==> config.mk <==
export PLATFORM = sky130hd
export DESIGN_NAME = vdma_axi4s_to_video_out
export DESIGN_NICKNAME = d
export VERILOG_FILES = /design/src/rtl/vdma_axi4s_to_video_out.sv
export SDC_FILE = /design/constraint.sdc
export NUM_CORES = 1
export LEC_CHECK = 0
export CAP_MARGIN = 20
export CORE_MARGIN = 2
export CORE_UTILIZATION = 46
export DETAILED_ROUTE_END_ITERATION = 10
export PLACE_DENSITY = 0.75
export RECOVER_POWER = 50
export SLEW_MARGIN = 20
export SYNTH_ARGS = -nofsm -noshare
export SYNTH_HDL_FRONTEND = slang
export SYNTH_SLANG_ARGS = --single-unit
==> constraint.sdc <==
create_clock -name aclk -period 2.7 [get_ports aclk]
set_input_delay 0.54 -clock aclk [delete_from_list [all_inputs] [get_ports aclk]]
set_output_delay 0.54 -clock aclk [all_outputs]
set_load 0.01 [all_outputs]
==> src/rtl/vdma_axi4s_to_video_out.sv <==
// Raster video output stage fed by the VDMA pixel stream: runs free video timing, pulls pixels
// only during active video and relocks to the frame-start beat after any stream error.
module vdma_axi4s_to_video_out #(
    parameter int   DATA_WIDTH = 24,
    parameter int   USER_WIDTH = 1,
    parameter int   H_WIDTH    = 12,
    parameter int   V_WIDTH    = 12,
    parameter int   H_VISIBLE  = 640,
    parameter int   H_FPORCH   = 16,
    parameter int   H_SYNC     = 96,
    parameter int   H_BPORCH   = 48,
    parameter int   V_VISIBLE  = 480,
    parameter int   V_FPORCH   = 10,
    parameter int   V_SYNC     = 2,
    parameter int   V_BPORCH   = 33,
    parameter logic HSYNC_POL  = 1'b0,
    parameter logic VSYNC_POL  = 1'b0
) (
    input  logic                  aclk,
    input  logic                  areset,
    input  logic                  ctl_enable,
    output logic                  ctl_busy,
    output logic                  stat_underflow,
    input  logic [USER_WIDTH-1:0] s_axi4s_tuser,
    input  logic                  s_axi4s_tlast,
    input  logic [DATA_WIDTH-1:0] s_axi4s_tdata,
    input  logic                  s_axi4s_tvalid,
    output logic                  s_axi4s_tready,
    output logic                  out_vsync,
    output logic                  out_hsync,
    output logic                  out_de,
    output logic [DATA_WIDTH-1:0] out_data
);

    localparam int H_TOTAL = H_VISIBLE + H_FPORCH + H_SYNC + H_BPORCH;
    localparam int V_TOTAL = V_VISIBLE + V_FPORCH + V_SYNC + V_BPORCH;

    localparam logic [H_WIDTH-1:0] H_LAST     = H_WIDTH'(H_TOTAL - 1);
    localparam logic [H_WIDTH-1:0] H_VIS      = H_WIDTH'(H_VISIBLE);
    localparam logic [H_WIDTH-1:0] H_VIS_LAST = H_WIDTH'(H_VISIBLE - 1);
    localparam logic [H_WIDTH-1:0] H_SS       = H_WIDTH'(H_VISIBLE + H_FPORCH);
    localparam logic [H_WIDTH-1:0] H_SE       = H_WIDTH'(H_VISIBLE + H_FPORCH + H_SYNC);
    localparam logic [H_WIDTH-1:0] H_ONE      = H_WIDTH'(1);
    localparam logic [V_WIDTH-1:0] V_LAST     = V_WIDTH'(V_TOTAL - 1);
    localparam logic [V_WIDTH-1:0] V_VIS      = V_WIDTH'(V_VISIBLE);
    localparam logic [V_WIDTH-1:0] V_SS       = V_WIDTH'(V_VISIBLE + V_FPORCH);
    localparam logic [V_WIDTH-1:0] V_SE       = V_WIDTH'(V_VISIBLE + V_FPORCH + V_SYNC);
    localparam logic [V_WIDTH-1:0] V_ONE      = V_WIDTH'(1);

    localparam logic [1:0] ST_IDLE = 2'd0;
    localparam logic [1:0] ST_SYNC = 2'd1;
    localparam logic [1:0] ST_RUN  = 2'd2;

    logic [1:0]            state_q, state_d;
    logic [H_WIDTH-1:0]    h_q, h_d;
    logic [V_WIDTH-1:0]    v_q, v_d;
    logic                  stop_q, stop_d;
    logic                  underflow_q, underflow_d;
    logic                  de_q, de_d;
    logic                  hsync_q, hsync_d;
    logic                  vsync_q, vsync_d;
    logic [DATA_WIDTH-1:0] data_q, data_d;

    logic tready;
    logic de_now;
    logic at_origin;
    logic at_end;
    logic line_end;
    logic hsync_act;
    logic vsync_act;
    logic stop_next;
    logic tuser0;

    assign tuser0 = s_axi4s_tuser[0];

    // Raster position decode from the current counter values.
    always_comb begin
        de_now    = (h_q < H_VIS) && (v_q < V_VIS);
        at_origin = (h_q == '0) && (v_q == '0);
        at_end    = (h_q == H_LAST) && (v_q == V_LAST);
        line_end  = (h_q == H_VIS_LAST);
        hsync_act = (h_q >= H_SS) && (h_q < H_SE);
        vsync_act = (v_q >= V_SS) && (v_q < V_SE);
    end

    // Next-state: stream lock FSM, timing counters and the registered video outputs.
    always_comb begin
        state_d     = state_q;
        h_d         = h_q;
        v_d         = v_q;
        stop_d      = stop_q;
        underflow_d = underflow_q;
        de_d        = 1'b0;
        hsync_d     = ~HSYNC_POL;
        vsync_d     = ~VSYNC_POL;
        data_d      = '0;
        tready      = 1'b0;
        stop_next   = 1'b0;

        case (state_q)
            ST_IDLE: begin
                h_d    = '0;
                v_d    = '0;
                stop_d = 1'b0;
                if (ctl_enable) begin
                    state_d     = ST_SYNC;
                    underflow_d = 1'b0;
                end else begin
                    state_d = ST_IDLE;
                end
            end
            ST_SYNC: begin
                // Non-frame-start beats are flushed; the frame-start beat waits for the origin.
                tready = at_origin | ~tuser0;
                if (at_origin && s_axi4s_tvalid && tuser0) begin
                    state_d = ST_RUN;
                    data_d  = s_axi4s_tdata;
                end else begin
                    state_d = ST_SYNC;
                end
            end
            ST_RUN: begin
                tready = de_now;
                if (de_now) begin
                    if (!s_axi4s_tvalid) begin
                        underflow_d = 1'b1;
                        state_d     = ST_SYNC;
                    end else if ((s_axi4s_tlast != line_end) || (tuser0 != at_origin)) begin
                        underflow_d = 1'b1;
                        state_d     = ST_SYNC;
                    end else begin
                        data_d = s_axi4s_tdata;
                    end
                end else begin
                    state_d = ST_RUN;
                end
            end
            default: begin
                state_d = ST_IDLE;
            end
        endcase

        if (state_q != ST_IDLE) begin
            de_d      = de_now;
            hsync_d   = hsync_act ? HSYNC_POL : ~HSYNC_POL;
            vsync_d   = vsync_act ? VSYNC_POL : ~VSYNC_POL;
            stop_next = stop_q | ~ctl_enable;
            if (h_q == H_LAST) begin
                h_d = '0;
                v_d = (v_q == V_LAST) ? '0 : (v_q + V_ONE);
            end else begin
                h_d = h_q + H_ONE;
            end
            // A disable request is latched and honoured only on the final cycle of the frame.
            if (at_end && stop_next) begin
                state_d = ST_IDLE;
                stop_d  = 1'b0;
            end else begin
                stop_d = stop_next;
            end
        end else begin
            de_d = 1'b0;
        end
    end

    // State and output registers.
    always_ff @(posedge aclk or posedge areset) begin
        if (areset) begin
            state_q     <= ST_IDLE;
            h_q         <= '0;
            v_q         <= '0;
            stop_q      <= 1'b0;
            underflow_q <= 1'b0;
            de_q        <= 1'b0;
            hsync_q     <= ~HSYNC_POL;
            vsync_q     <= ~VSYNC_POL;
            data_q      <= '0;
        end else begin
            state_q     <= state_d;
            h_q         <= h_d;
            v_q         <= v_d;
            stop_q      <= stop_d;
            underflow_q <= underflow_d;
            de_q        <= de_d;
            hsync_q     <= hsync_d;
            vsync_q     <= vsync_d;
            data_q      <= data_d;
        end
    end

    assign ctl_busy       = (state_q != ST_IDLE);
    assign stat_underflow = underflow_q;
    assign s_axi4s_tready = tready;
    assign out_de         = de_q;
    assign out_hsync      = hsync_q;
    assign out_vsync      = vsync_q;
    assign out_data       = data_q;

endmodule

# Word level (Yosys, flattened, before mapping)
# Cells that the tools add are included.
[op_classes]
addsub = 2
magnitude_cmp = 6
eq_ne = 10
n_mux = 34
bitwise_logic = 4
reduce_logical = 16
[op_table]
columns = ["cell", "count"]
rows = [
  ["24-bit 2-to-1 mux", 4],
  ["12-bit 2-to-1 mux", 7],
  ["24-bit case mux with 2 select lines", 1],
  ["12-bit by 10-bit equality test with 1-bit output (second input constant)", 3],
  ["12-bit by 1-bit adder with 12-bit output (second input constant)", 2],
  ["12-bit logical NOT", 2],
  ["12-bit by 10-bit less-than comparator with 1-bit output (second input constant)", 2],
  ["12-bit by 9-bit less-than comparator with 1-bit output (second input constant)", 2],
  ["1-bit 2-to-1 mux", 13],
  ["12-bit by 10-bit >= comparator with 1-bit output (second input constant)", 1],
  ["12-bit by 9-bit >= comparator with 1-bit output (second input constant)", 1],
  ["2-bit 2-to-1 mux", 6],
  ["1-bit logical AND", 8],
  ["2-bit case mux with 3 select lines", 1],
  ["2-bit nonzero test", 3],
  ["2-bit inequality test (second input constant)", 2],
  ["1-bit case mux with 2 select lines", 2],
  ["4-bit AND reduction", 1],
  ["3-bit inequality test (second input constant)", 1],
  ["2-bit by 1-bit equality test with 1-bit output (second input constant)", 1],
  ["2-bit equality test (second input constant)", 1],
  ["2-bit logical NOT", 1],
  ["1-bit inequality test", 2],
  ["1-bit inverter", 2],
  ["other kinds (2)", 3],
]
[word_totals]
regBits = 55
in_bits = 30
word_cells = 81

# Depth between registers and ports, before layout
[logic_depth]
word_depth = 10
depth_mapped = 10
ltp_nobuf = 10

# Least setup slack after synthesis
# Ideal clock, no wire load.
[synth_timing]
path_type = "reg-to-reg"
from = "register h_q[6]"
to = "register data_q[0], in the netlist out_data[0]"
setup_ns = 0.094
arrival_time_ns = 2.518
required_ns = 2.606
setup_slack_ns = 0.088
stages_incl_launch_ff = 9
period_less_slack_ns = 2.612
cell_sequence = "dfrtp_1 > or4_4 > nor4_1 > nand2_1 > ha_1 > nand2_1 > a211o_1 > buf_1 > a211oi_1"
[synth_between]
elab_chain_len = 8
word_cells_on_any_way = 15
cone_classes = "order compare: 1; eq/ne: 3; mux: 5; reduce/logical: 6"
[synth_lines]
columns = ["item", "line", "source"]
rows = [
  ["start, declared", "55", "logic [H_WIDTH-1:0] h_q, h_d;"],
  ["start signal, assigned", "170", "h_q <= '0;"],
  ["start signal, assigned", "180", "h_q <= h_d;"],
  ["parallel branches: the longest is 7 deep, another holds 12-bit by 10-bit less-than comparator with 1-bit output", "n/a", ""],
  ["24-bit case mux with 2 select lines (*)", "100", "case (state_q)"],
  ["via data_d[0]", "62", "logic [DATA_WIDTH-1:0] data_q, data_d;"],
  ["end signal, assigned", "187", "data_q <= data_d;"],
  ["end, declared", "62", ""],
]
# Mark *: on every way through the listed nets, which the timed path passes.
# A chain may end at the register's enable or synchronous reset.

# Worst setup path after layout
[layout_timing]
from = "register v_q[3]"
to = "output s_axi4s_tready"
[layout_between]
elab_chain_len = 4
word_cells_on_any_way = 6
cone_classes = "order compare: 1; mux: 1; bitwise: 1; reduce/logical: 3"
[layout_lines]
columns = ["item", "line", "source"]
rows = [
  ["start, declared", "56", "logic [V_WIDTH-1:0] v_q, v_d;"],
  ["start signal, assigned", "181", "v_q <= v_d;"],
  ["parallel branches: the longest is 3 deep, another holds 12-bit by 9-bit less-than comparator with 1-bit output", "n/a", ""],
  ["1-bit case mux with 2 select lines (*)", "100", ""],
  ["end, declared", "28", "output logic s_axi4s_tready,"],
]
# Mark *: on every way between the ends.

==> flow_summary_export.csv <==
group,metric,value,unit
critical_path,critical_path_arrival,2.26,ns
timing,fmax,357,MHz
floorplan,num_rows,28,
timing,hold_slack,0.520,ns
global_routing,grt_start_max_net_pins,32,
power_and_ir_drop,sw_frac_of_total,35.2,%
run_status,violations,"negative setup slack",
timing,finClkSkew,0.0131,ns
cts,clk_pin_slew_worst_paths,0.09,ns
power_and_ir_drop,report.power.total,0.00230,W
critical_path,worstPathMaxFanout,2,
logic_synthesis,syn-instance-count,290,
floorplan,initial_utilization,47.3,%
route,drt_via_density,5.48,
route,post_drt_wl_per_cell,15.0,um
run_status,outcome,"finished, violations left",
cts,clock_tree_sinks,55,
logic_synthesis,yosys_warnings,0,
floorplan,chipWidth,81.6,um
logic_synthesis,synthFlopType,"sky130_fd_sc_hd__dfrtp_1",
cts,cts_buffers,5,
critical_path,worst_r2r_endpoint,"v_q[7]$_DFF_PP0_",
flow_run,max_cap_violations,0,
place,buffer_ports.inserted,59,
global_routing,wire_length_of_the_first_global_routing_pass,10800,um
route,drt_wl_total,6830,um
timing,finalHoldViolations,0,
critical_path,classification_of_the_worst_setup_path,"reg2out",
final_layout,final_nets,418,
cts,cts_buffer_depth,2,
hold_path,holdCritPathClass,"reg2reg",
power_and_ir_drop,clock_power_share,19.9,%
route,drt_iter0_markers,138,
cts,holdBufCountCts,0,
final_layout,n_antenna_cell,0,
critical_path,reg2regPathDepth,5,
logic_synthesis,synth-seq-area-share,49.8,%
timing,final_period_minus_worst_setup_slack,2.80,ns
critical_path,worst_r2r_startpoint,"h_q[6]$_DFF_PP0_",
timing,fin_ws,-0.104,ns
place,routabilityCongestion,0.924,
logic_synthesis,synth.avg_cell_area,9.54,um2
timing,final_report_max_slew_violation_count,0,
critical_path,worst-endpoint-required,2.16,ns
logic_synthesis,synth_top_area_share,47.9,%
critical_path,critPathCapture,"s_axi4s_tready",
logic_synthesis,syn-cell-area,2770,um2
route,drt_drc_violations_left,0,
power_and_ir_drop,power.static_leakage,1.76,nW
floorplan,die_y,81.6,um
final_layout,layout-drive-gt1-share,17.1,%
route,ant_nets,0,
floorplan,placeableCoreArea,5850,um2
floorplan,num_io_pins,60,
logic_synthesis,synthDominantAreaCellType,"sky130_fd_sc_hd__dfrtp_1",
logic_synthesis,synth_seq_cells,55,
timing,timing.final.crit_share,104,%
final_layout,layout-area-overhead-vs-synth,39.8,%
global_routing,grt_pass1_vias,2275,
timing,rsz0062_at_grt,"true",
cts,htree_levels,2,
cts,worst_skew_pair.late_latency,0.31,ns
power_and_ir_drop,p_sw,0.000808,W
logic_synthesis,synth.distinct_cells,44,
power_and_ir_drop,power_density,593,nW/um2
global_routing,globalRouteTotalUtil,20.6,%
logic_synthesis,cell_types_with_the_largest_area_share_after_synthesis,"sky130_fd_sc_hd__dfrtp_1 (48%), sky130_fd_sc_hd__a211oi_1 (6.8%), sky130_fd_sc_hd__inv_1 (5.0%)",
critical_path,crit_path_start,"v_q[3]$_DFF_PP0_",
power_and_ir_drop,internal-power,0.00149,W
power_and_ir_drop,pwr-share-seq,41.3,%
route,dr.pass1.iters,4,
logic_synthesis,synth_common_cells,"sky130_fd_sc_hd__dfrtp_1 (53), sky130_fd_sc_hd__inv_1 (37), sky130_fd_sc_hd__a211oi_1 (25)",
power_and_ir_drop,power.ir.vdd_worst,324,uV
timing,setup_viol,1,
critical_path,cp-end-kind,"output pin",
place,placement.setup.worst_slack,-0.322,ns
critical_path,rrSetupSlack,0.11,ns
timing,slew-limit-headroom,38.8,%
logic_synthesis,yosysMostFrequentCell,"sky130_fd_sc_hd__dfrtp_1",
logic_synthesis,synth_edf_count,0,
power_and_ir_drop,power.share.combinational,38.8,%
global_routing,overflow_left_after_global_routing,0,
route,routed-via-count,2492,
timing,worst_slew_pin_slew,0.917,ns
cts,cts_root_buffer,"sky130_fd_sc_hd__clkbuf_8",
critical_path,cp-start-kind,"flop",
place,dpl.hpwl,4840,um
logic_synthesis,asyncSetResetFlopFracSynth,100,%
cts,clock_tree_from_tritoncts,"yes",
floorplan,die-area,6650,um2
logic_synthesis,synthesis.nets,329,
global_routing,antenna_found_initial,0,
## worst max-delay path, stage by stage, from the launching register on
cell and delay [ns]:
sky130_fd_sc_hd__dfrtp_1 0.39, sky130_fd_sc_hd__or4_4 0.57, sky130_fd_sc_hd__nor4_4 0.28, sky130_fd_sc_hd__buf_4 0.16, sky130_fd_sc_hd__nand2_4 0.04, sky130_fd_sc_hd__ha_4 0.14, sky130_fd_sc_hd__nand2b_4 0.13, sky130_fd_sc_hd__a21oi_2 0.10
sky130_fd_sc_hd__buf_2 0.15
## routing by layer
metal | up-vias | GRT usage [%] | routed length, um
met3 | 14 | 2.86 | 288
met1 | 1193 | 28.7 | 2980
met4 | 0 | 4.75 | 80
met5 | - | 0 | 0
li1 | 1206 | - | -
met2 | 79 | 34.1 | 3490
## worst min path at each step
| stage | slack (ns) | depth (start not counted) | startpoint | to |
|---|---|---|---|---|
| after floorplan | 0.47 | 2 | stop_q$_DFF_PP0_ | stop_q$_DFF_PP0_ |
| after global placement | 0.48 | 2 | stop_q$_DFF_PP0_ | stop_q$_DFF_PP0_ |
| after detailed placement | 0.49 | 2 | stop_q$_DFF_PP0_ | stop_q$_DFF_PP0_ |
| after CTS | 0.51 | 2 | stop_q$_DFF_PP0_ | stop_q$_DFF_PP0_ |
| after global routing | 0.54 | 2 | stop_q$_DFF_PP0_ | stop_q$_DFF_PP0_ |
| final | 0.52 | 2 | stop_q$_DFF_PP0_ | stop_q$_DFF_PP0_ |
## cells in the final DEF, fill, tap and decap left out, types with 3 or more instances in the layout
cell | synthesis | final
sky130_fd_sc_hd__a211oi_1 | 25 | 19
sky130_fd_sc_hd__a211oi_2 | 0 | 6
sky130_fd_sc_hd__a21oi_1 | 11 | 10
sky130_fd_sc_hd__a31oi_1 | 3 | 3
sky130_fd_sc_hd__buf_4 | 0 | 34
sky130_fd_sc_hd__clkbuf_1 | 14 | 3
sky130_fd_sc_hd__clkbuf_8 | 0 | 5
sky130_fd_sc_hd__clkdlybuf4s50_1 | 0 | 49
sky130_fd_sc_hd__dfrtp_1 | 53 | 53
sky130_fd_sc_hd__dlygate4sd3_1 | 0 | 9
sky130_fd_sc_hd__ha_1 | 9 | 8
sky130_fd_sc_hd__inv_1 | 37 | 37
sky130_fd_sc_hd__nand2_1 | 12 | 11
sky130_fd_sc_hd__nand3_1 | 12 | 12
sky130_fd_sc_hd__nand4_1 | 9 | 9
sky130_fd_sc_hd__nand4b_1 | 4 | 4
sky130_fd_sc_hd__nor2_1 | 23 | 23
sky130_fd_sc_hd__nor3_1 | 4 | 4
sky130_fd_sc_hd__nor4_1 | 5 | 3
sky130_fd_sc_hd__o21ai_0 | 8 | 8
sky130_fd_sc_hd__o31ai_1 | 4 | 4
sky130_fd_sc_hd__or3_1 | 8 | 8
sky130_fd_sc_hd__or4_1 | 8 | 6
sky130_fd_sc_hd__or4_4 | 1 | 3
sky130_fd_sc_hd__xnor2_1 | 9 | 9
## power by group through the flow
stage               clock [W]  combinational [W]  sequential [W]
floorplan                   0           0.000386        0.000986
global placement            0           0.000800        0.000956
detailed placement          0           0.000802        0.000962
CTS                  0.000471           0.000866        0.000946
global route         0.000507           0.000979        0.000956
finish               0.000457           0.000892        0.000947
## what timing repair did
item / 4_1_cts / 5_1_grt
setup endpoints to repair: 5 / 24
resized for setup: 14 / 8
hold endpoints to repair: 0 / 0
buffers inserted: 0 / 1
pin swaps: 3 / 0
## logic make-up (layout without fill, tap and decap cells)
logic type                 after synthesis  in the layout  synth area share, %
muxes                                    1              1                0.362
and+or+nand+nor                        100            100                 20.1
AOI/OAI and AO/OA                       60             60                 14.8
buffers and inverters                   54            144                 7.37
xor gates and xnor gates                11             11                 3.48
DFF                                     55             55                 49.8
adders and majority gates                9              9                 4.07
## state kept, by name, indices dropped and copies added, names as in the netlist
register / flops
v_q: 12
stop_q: 1
out_hsync: 1
out_de: 1
h_q: 12
out_vsync: 1
state_q: 2
stat_underflow: 1
out_data: 24
## per-stage QoR
| stage | std cells | utilization [%] | setup TNS (ns) | cell area, um2 |
|---|---|---|---|---|
| after floorplan | 290 | - | 0 | 2770 |
| after global placement | 446 | 63.3 | -0.281 | 3700 |
| after detailed placement | 446 | 63.3 | -0.340 | 3700 |
| after CTS | 454 | 65.7 | -0.104 | 3840 |
| after global routing | 455 | 66.1 | -0.182 | 3870 |
| final | 455 | 66.1 | -0.104 | 3870 |
## cell type report
cell class	count	area, um2
timing repair buffer	98	877
clock buffer	5	68.8
tap	75	93.8
fill	455	1980
sequential	55	1380
inverter	38	143
clock inverter	3	25.0
multi-input combinational	181	1280
(Power assumes the default switching activity.)
